## src/rtl/serial_adder_pkg.sv

```systemverilog
// Shared types and helpers for the bit-serial adder.
package serial_adder_pkg;

  typedef enum logic [1:0] {
    IDLE  = 2'd0,
    SHIFT = 2'd1,
    DONE  = 2'd2
  } state_t;

  // Bits needed to count 0..n-1; never less than one so WIDTH=1 still has a counter.
  function automatic int clog2(input int n);
    int r;
    r = 0;
    for (int i = 0; i < 32; i++) begin
      if ((64'd1 << r) < 64'(n)) r = r + 1;
    end
    return (r < 1) ? 1 : r;
  endfunction

endpackage

```

## src/rtl/bit_fa_cell.sv

```systemverilog
// Single combinational full-adder cell, reused every cycle by serial_adder.
module bit_fa_cell (
  input  logic x,
  input  logic y,
  input  logic ci,
  output logic s,
  output logic co
);

  assign s  = x ^ y ^ ci;
  assign co = (x & y) | (x & ci) | (y & ci);

endmodule

```

## src/rtl/serial_adder.sv

```systemverilog
// Bit-serial WIDTH-bit adder: operands shift LSB-first through one full-adder
// cell with a registered carry; result lands in sum/cout with a done pulse.
// Optional signed-overflow output enabled by defining SERIAL_ADDER_OVF_EN.
module serial_adder
  import serial_adder_pkg::*;
#(
  parameter int WIDTH = 8
) (
  input  logic             clk,
  input  logic             rst_n,
  input  logic             start,
  input  logic [WIDTH-1:0] a,
  input  logic [WIDTH-1:0] b,
  input  logic             cin,
  output logic             busy,
  output logic             done,
  output logic [WIDTH-1:0] sum,
  output logic             cout
`ifdef SERIAL_ADDER_OVF_EN
  ,
  output logic             ovf
`endif
);

  localparam int CW = clog2(WIDTH);

  state_t           state;
  logic [WIDTH-1:0] a_reg;
  logic [WIDTH-1:0] b_reg;
  logic [WIDTH-1:0] sum_sr;
  logic [WIDTH-1:0] sr_next;
  logic             carry;
  logic [CW-1:0]    cnt;
  logic             s;
  logic             co;
  logic             last;

  bit_fa_cell u_fa (
    .x  (a_reg[0]),
    .y  (b_reg[0]),
    .ci (carry),
    .s  (s),
    .co (co)
  );

  // New sum bit enters at the MSB; after WIDTH shifts the LSB has reached bit 0.
  // Written as a shift/or so WIDTH=1 needs no special slicing.
  assign sr_next = (sum_sr >> 1) | (WIDTH'(s) << (WIDTH - 1));
  assign last    = (cnt == CW'(WIDTH - 1));

  assign busy = (state == SHIFT);
  assign done = (state == DONE);

  // Control FSM plus serial datapath; start is honoured only in IDLE and DONE.
  always_ff @(posedge clk or negedge rst_n) begin
    if (!rst_n) begin
      state  <= IDLE;
      a_reg  <= '0;
      b_reg  <= '0;
      sum_sr <= '0;
      carry  <= 1'b0;
      cnt    <= '0;
      sum    <= '0;
      cout   <= 1'b0;
`ifdef SERIAL_ADDER_OVF_EN
      ovf    <= 1'b0;
`endif
    end else begin
      case (state)
        IDLE, DONE: begin
          if (start) begin
            a_reg <= a;
            b_reg <= b;
            carry <= cin;
            cnt   <= '0;
            state <= SHIFT;
          end else begin
            state <= IDLE;
          end
        end
        SHIFT: begin
          sum_sr <= sr_next;
          carry  <= co;
          a_reg  <= a_reg >> 1;
          b_reg  <= b_reg >> 1;
          cnt    <= cnt + CW'(1);
          if (last) begin
            sum   <= sr_next;
            cout  <= co;
`ifdef SERIAL_ADDER_OVF_EN
            // On the last bit, carry holds the carry into the MSB.
            ovf   <= carry ^ co;
`endif
            state <= DONE;
          end
        end
        default: state <= IDLE;
      endcase
    end
  end

endmodule

```

## config.mk

```make
export PLATFORM = sky130hd
export DESIGN_NAME = serial_adder
export DESIGN_NICKNAME = d
export VERILOG_FILES = /design/src/rtl/serial_adder_pkg.sv /design/src/rtl/bit_fa_cell.sv /design/src/rtl/serial_adder.sv
export SDC_FILE = /design/constraint.sdc
export NUM_CORES = 1
export LEC_CHECK = 0
export ABC_AREA = 1
export BUFFER_PORTS_ARGS = -buffer_cell sky130_fd_sc_hd__buf_2
export CAP_MARGIN = 20
export CORE_MARGIN = 2
export CORE_UTILIZATION = 31
export CTS_BUF_LIST = sky130_fd_sc_hd__clkbuf_8 sky130_fd_sc_hd__clkbuf_16
export CTS_CLUSTER_DIAMETER = 150
export DETAILED_ROUTE_END_ITERATION = 8
export PLACE_DENSITY_LB_ADDON = 0.08
export SYNTH_ARGS = -nofsm -noshare
export SYNTH_HDL_FRONTEND = slang
export SYNTH_SLANG_ARGS = --single-unit
```

## constraint.sdc

```tcl
create_clock -name clk -period 1.5 [get_ports clk]
set_input_delay 0.225 -clock clk [delete_from_list [all_inputs] [get_ports clk]]
set_output_delay 0.225 -clock clk [all_outputs]
set_load 0.05 [all_outputs]
```

**Word level (Yosys, flattened, before mapping)**

Cells that the tools add are included.

- Word-level logic and storage cells: 38
- Output and inout bits: 11
- Register bits after elaboration: 39

- Multiplexer cells: 11
- Bitwise logic cells: 8
- Equal/unequal tests: 5
- Reduce and logical (&&, ||, !) cells: 5
- Add/sub/neg operators: 1

Operators by type and width:

| operator | number |
|---|---|
| 8-bit one-hot mux with 2 select lines | 2 |
| 8-bit two-way mux | 2 |
| 7-bit by 8-bit OR with 8-bit output | 1 |
| 3-bit one-hot mux with 2 select lines | 1 |
| 2-bit one-hot mux with 2 select lines | 1 |
| 2-bit AND reduction | 2 |
| 3-bit by 1-bit adder with 3-bit output (second input constant) | 1 |
| 1-bit AND | 3 |
| 3-bit equality test (second input constant) | 1 |
| 3-bit two-way mux | 1 |
| 2-bit by 1-bit equality test with 1-bit output (second input constant) | 1 |
| 2-bit equality test (second input constant) | 1 |
| 2-bit logical NOT | 1 |
| 1-bit two-way mux | 2 |
| 2-bit two-way mux | 1 |
| 2-bit by 1-bit inequality test with 1-bit output (second input constant) | 1 |
| 2-bit inequality test (second input constant) | 1 |
| 1-bit OR | 2 |
| 1-bit one-hot mux with 2 select lines | 1 |
| 2-bit nonzero test | 1 |
| 2-bit OR reduction | 1 |
| 1-bit XOR | 2 |

**Depth between registers and ports, before layout**

Gate-level depths: netlist of the first run.

- Depth after elaboration: 4
- Gate-level depth with buffers: 8
- Depth with buffers taken out: 6

**Cells and area by module**

A second synthesis of the first run with hierarchy kept.

- Cells, all modules: 219
- Area total of the unflattened synthesis: 1,815.5 um^2

By module, submodules not included:

| module | instances | area each (um^2) | sequential area each (um^2) | cells an instance |
|---|---|---|---|---|
| serial_adder | 1 | 1,795.5 | 950.9 | 218 |
| bit_fa_cell | 1 | 20.0 | 0.0 | 1 |

**Worst setup path after synthesis of the first run**

OpenSTA, ideal clock, no wires.

- Kind: register to output
- Start point: reg state[0]
- End point: out done
- Data arrival time: 1.349 ns
- Cell stages (with the launch flop): 4
- Buffers on the path: 2
- Slack: -0.074 ns
- Path through: dfrtp_1 > buf_6 > clkbuf_1 > nor2_1

- Longest elaborated chain between the ends: 1

Ends and longest elaborated chain:

| element | line | source |
|---|---|---|
| start: declaration | serial_adder.sv:27 | `state_t state;` |
| start signal: assignment | serial_adder.sv:57 | `state <= IDLE;` |
| start signal: assignment | serial_adder.sv:76 | `state <= SHIFT;` |
| start signal: assignment | serial_adder.sv:78 | `state <= IDLE;` |
| 2-bit equality test | serial_adder.sv:52 | `assign done = (state == DONE);` |
| end: declaration | serial_adder.sv:16 | `output logic done,` |

No other way between the ends.

**Worst setup path in the final report of the first run**

Ends and elaborated chain as after synthesis.

==> results of run 1 <==
-- through the flow --
| stage | std cells | util, % | total power [mW] | hold WS [ns] |
|---|---|---|---|---|
| after detailed placement | 319 | 36.72 | 4.213 | 0.3174 |
| final | 326 | 38.86 | 5.026 | -0.008115 |
| after floorplan | 219 | - | 3.692 | -0.07059 |
| after global placement | 319 | 36.72 | 4.216 | 0.3189 |
| after global routing | 326 | 38.86 | 5.557 | 0.03575 |
| after CTS | 326 | 38.79 | 5.117 | 0.005843 |
-- critical path: cells and delay by family, from the launching register on --
| kind | cells | cell delay [ns] |
|---|---|---|
| flops | 1 | 0.44 |
| buf+inv | 2 | 0.36 |
| simple gates | 1 | 0.11 |
-- synth_stat cells (all sizes together) --
cell type | number | share of area (%)
nand3 | 30 | 8.3
ha | 2 | 1.4
nand2 | 75 | 17
inv | 42 | 8.8
nor2 | 3 | 1.0
clkbuf | 2 | 0.41
o21ai | 18 | 6.6
a21oi | 1 | 0.28
dfrtp | 38 | 52
buf | 7 | 3.1
fa | 1 | 1.1
-- area by class of cell --
| cell class | instances | share of cell area (%) |
|---|---|---|
| Clock buffer | 6 | 3.813 |
| Clock inverter | 1 | 1.386 |
| Inverter | 42 | 7.395 |
| Multi-Input combinational cell | 130 | 29.69 |
| Sequential cell | 38 | 43.96 |
| Tap cell | 72 | 4.159 |
| Timing Repair Buffer | 37 | 9.590 |
-- power breakdown --
part | leakage [nW] | switching (mW) | total, mW | internal (mW)
combinational | 0.698 | 1.61 | 2.39 | 0.775
sequential | 0.472 | 0.255 | 1.77 | 1.51
clock | 0.0573 | 0.340 | 0.871 | 0.532
total | 1.23 | 2.21 | 5.03 | 2.82
-- worst max-delay path by stage --
stage          endpoint      from  slack, ns
3_3_place_gp     sum[0]    cnt[0]       0.16
5_1_grt            busy  state[0]       0.01
6_report           done  state[0]       0.08
2_1_floorplan      done  state[0]       0.14
4_1_cts            busy  state[0]      0.007
3_5_place_dp     sum[0]    cnt[0]       0.15
-- routing by layer --
layer  vias to the layer above  track usage (%)  wire length (um)  share of wire, %
met3                         5            3.146               147               4.1
li1                        732                -                 -                 -
met2                        23            18.83              1594                45
met1                       620            18.71              1779                50
met4                         0            5.085                56               1.6
met5                         -                0                 0                 0
-- cells by family after synthesis --
group	Yosys count	share of synthesized area, %
adders and majority gates	3	2.481
and+or+nand+nor	108	25.91
AOI/OAI and AO/OA	19	6.892
DFF	38	52.38
buffers and inverters	51	12.34
==> impl_metrics.toml, run 1 <==
[die]
core_area_sq_um = 5574
dieArea_sq_um = 6484
die-height_um = 80.53
die_w_um = 80.53
rows = 27
io-pin-count = 31
start_util_pct = 32.57

[place]
io_buffer_count = 30
place_congestion = 0.6776
place_ws_ns = 0.1455
place_hpwl_mm = 2.476
place_area_sq_um = 2047

[grt]
grtUsageTotal_pct = 13.05
grt_pass1_wl_mm = 6.396
antenna_found_initial = 0
grt_pass1_vias = 1366
grt_remaining_overflow = 0
grt_max_degree = 39

[routing]
viasPerCell = 4.233
via_count = 1380
initialDrtViolationCount = 56
routedWlPerCell_um = 10.98
drc = 0
dr.pass1.iters = 4
routed_wl_mm = 3.578
ant_nets = 0

[clock_tree]
cts_tree = "yes"
cts-root-buf = "clkbuf_8"
cts_buffer_depth = 2
cts.sinks = 38
holdBufCountCts = 0
postCtsSetupRepairBufs = 0
cts.reportedPaths.clkPinSlew_ns = 0.07
cts_resized = 1
numCtsBuffers = 5
h-tree-depth = 2
clk_latency_ns = 0.28

[synth]
yosysUniqueCellTypes = 19
ys_seq_elements = 38
syn_inst = 219
synth_area_sq_um = 1815
syn_avg_cell_area_sq_um = 8.290
ys_seq_area_share_pct = 52.38
yosysWarnings = 0
synth_nets = 242

[flow_run]
max-cap-violations = 0

[pwr]
p_per_area_nw_per_um2 = 2321
leakage_nw = 1.227
irDropWorstVdd_v = 0.0009769

[setup_path]
crit_fanout = 5
cpMaxStageDelayCell = "dfrtp_2"
max_stage_delay_ns = 0.44
arrival_ns = 1.20
path_class = "register to output port"
crit_path_frequent_cell = "buf_4"
worstPathRequired_ns = 1.27
rr_endpoint = "sum[0]"
crit_chain = "buf_4 > nor2_2 > buf_4"
start_kind = "register"
endpoint_kind = "output port"
ff2ff_setup_slack_ns = 0.15
r2r.worst_path.cells = 6
r2r-start = "cnt[0]"

[sta]
layout_setup_ws_ns = 0.07828
period_minus_slack_ns = 1.422
max_freq_mhz = 703.4
whs_ns = -0.008115
setup_viol = 0
fin_worst_skew_ns = 0.004386
rsz0062_at_grt = "no"
timing.final.crit_share_pct = 94.78
worst_slew_pin_slew_ns = 0.4895
slew_headroom_pct = 67.37
hold_viol_final = 38
setup-tns-final_ns = 0
slew_violations = 0

[final_layout]
area_delta_synth_final_pct = 19.30
nNetsFinal = 277
mostFrequentLayoutCells = "nand2_1 (71), inv_1 (39), dfrtp_1 (37)"
final_common_cell = "nand2_1"
drive_gt1_share_pct = 24.41
num_antenna_cells = 0
regArea_sq_um = 952.2
stdcell_area_sq_um = 2166
nFillCells = 602
multiInputGateArea_sq_um = 643.1

[min_path]
hold_path_class = "input pin to async pin"

[run_status]
violations = "negative hold slack"
outcome = "complete, but fails checks"
Note: power is estimated with default switching activity, not from simulation.
==> run 2, diff against run 1 <==
--- a/config.mk
+++ b/config.mk
@@ -13,7 +13,7 @@
 export CTS_BUF_LIST = sky130_fd_sc_hd__clkbuf_8 sky130_fd_sc_hd__clkbuf_16
 export CTS_CLUSTER_DIAMETER = 150
 export DETAILED_ROUTE_END_ITERATION = 8
-export PLACE_DENSITY_LB_ADDON = 0.08
+export SETUP_SLACK_MARGIN = 0.15
 export SYNTH_ARGS = -nofsm -noshare
 export SYNTH_HDL_FRONTEND = slang
 export SYNTH_SLANG_ARGS = --single-unit
==> run 2 against run 1 <==
- the flow now finishes without violations
- sequential share of layout area down 1.5 points
- count of clock-buffer cells in the layout is the same
- clock skew up 0.0017 ns
- die area unchanged
- combinational power is 8% higher
- critical path type unchanged
- largest cell class unchanged
==> impl_metrics.toml, run 2 (synthesis gave the netlist of run 1 again) <==
[run_status]
outcome = "completed"

[pwr]
irDropWorstVdd_v = 0.001183
p_per_area_nw_per_um2 = 2252
leakage_nw = 1.258

[grt]
grt_max_degree = 23
grt_remaining_overflow = 0
grt_pass1_wl_mm = 5.906
antenna_found_initial = 0
grtUsageTotal_pct = 11.84
grt_pass1_vias = 1317

[place]
io_buffer_count = 30
place_congestion = 0.7149
place_hpwl_mm = 2.391

[clock_tree]
cts.reportedPaths.clkPinSlew_ns = 0.07
h-tree-depth = 2
cts-root-buf = "clkbuf_8"
numCtsBuffers = 5
cts_buffer_depth = 2
clk_latency_ns = 0.29
cts.sinks = 38
cts_tree = "yes"

[sta]
slew_headroom_pct = 72.80
fin_worst_skew_ns = 0.006100
setup-tns-final_ns = 0
period_minus_slack_ns = 1.285
max_freq_mhz = 778.2
worst_slew_pin_slew_ns = 0.4080
slew_violations = 0
timing.final.crit_share_pct = 85.67
hold_viol_final = 0
rsz0062_at_grt = "no"
setup_viol = 0

[flow_run]
max-cap-violations = 0

[routing]
routed_wl_mm = 3.472
drc = 0
wl_met1_mm = 1.774
wl_met2_mm = 1.491
routedWlPerCell_um = 10.49
ant_nets = 0
wl_met3_um = 155
viasPerCell = 4.296
highest_layer = "met4"
dr.pass1.iters = 5
via_count = 1422
initialDrtViolationCount = 86

[die]
rows = 27
die_w_um = 80.53
die-height_um = 80.53
io-pin-count = 31
start_util_pct = 32.57
core_area_sq_um = 5574
dieArea_sq_um = 6484

[setup_path]
max_stage_delay_ns = 0.42
endpoint_kind = "output port"
worstPathRequired_ns = 1.27
cpMaxStageDelayCell = "dfrtp_1"
crit_chain = "nor2_4 > buf_6"
arrival_ns = 1.06
crit_fanout = 4
start_kind = "register"
path_class = "register to output port"

[final_layout]
drive_gt1_share_pct = 25.48
nFillCells = 557
post-route-util_pct = 40.20
num_antenna_cells = 0
area_delta_synth_final_pct = 23.43
multiInputGateArea_sq_um = 659.4
regArea_sq_um = 952.2
final_common_cell = "nand2_1"
nNetsFinal = 281
mostFrequentLayoutCells = "nand2_1 (70), inv_1 (40), dfrtp_1 (37)"

[min_path]
hold_path_class = "input pin to register"
==> run 2: critical path: cells and delay by family, from the launching register on <==
kind	cells	cell delay (ns)
flip-flops	1	0.42
buffers and inverters	1	0.18
AND/OR/NAND/NOR	1	0.17
==> run 2: layout make-up <==
type                    instances  share of cell area, %
multi-input cells             130                  29.42
clock buffers                   6                  3.685
clock inverters                 2                 0.3908
repair buffers                 41                  12.51
well taps                      72                  4.020
flip-flops and latches         38                  42.49
inverters                      42                  7.482
==> run 2: routing by layer <==
layer / track usage (%) / vias to the layer above
met2: 17.42 / 27
met3: 2.921 / 7
met1: 16.64 / 644
met5: 0 / -
met4: 4.746 / 0
li1: - / 744
==> run 2: report_power, final <==
part | switching, mW | total [mW] | internal [mW]
clock network | 0.342 | 0.705 | 0.364
logic | 1.67 | 2.57 | 0.898
registers | 0.256 | 1.77 | 1.51
total | 2.27 | 5.05 | 2.78
==> run 2: repair_timing <==
action                     CTS  global route
setup endpoints to repair    2            13
hold buffers                 1             0
hold endpoints to repair    16             0
buffers inserted             1             4
pin swaps                    0             2
resized for setup            4             6
==> run 2: final timing paths <==
check,start,end,slack [ns],cells past startpoint
worst max-delay path,state[1],busy,0.21,2
worst min-delay path,b[7],b_reg[7],0.16,3
worst max register to register,cnt[0],sum[5],0.24,6
worst min register to register,sum[2],sum[2],0.48,2
max in group asynchronous,rst_n,b_reg[5],0.65,3
min in group asynchronous,rst_n,sum_sr[2],0.39,2
==> run 2: through the flow <==
stage	total power, mW	setup WS, ns	cell area [sq um]	hold slack [ns]	std cells
floorplan	3.718	0.1511	1832	-0.07059	219
global placement	4.145	0.2130	2054	0.1783	317
detailed placement	4.187	0.1760	2054	0.1801	317
CTS	4.959	0.1310	2173	0.1473	327
global route	5.508	0.1564	2241	0.1925	331
finish	5.047	0.2150	2241	0.1587	331
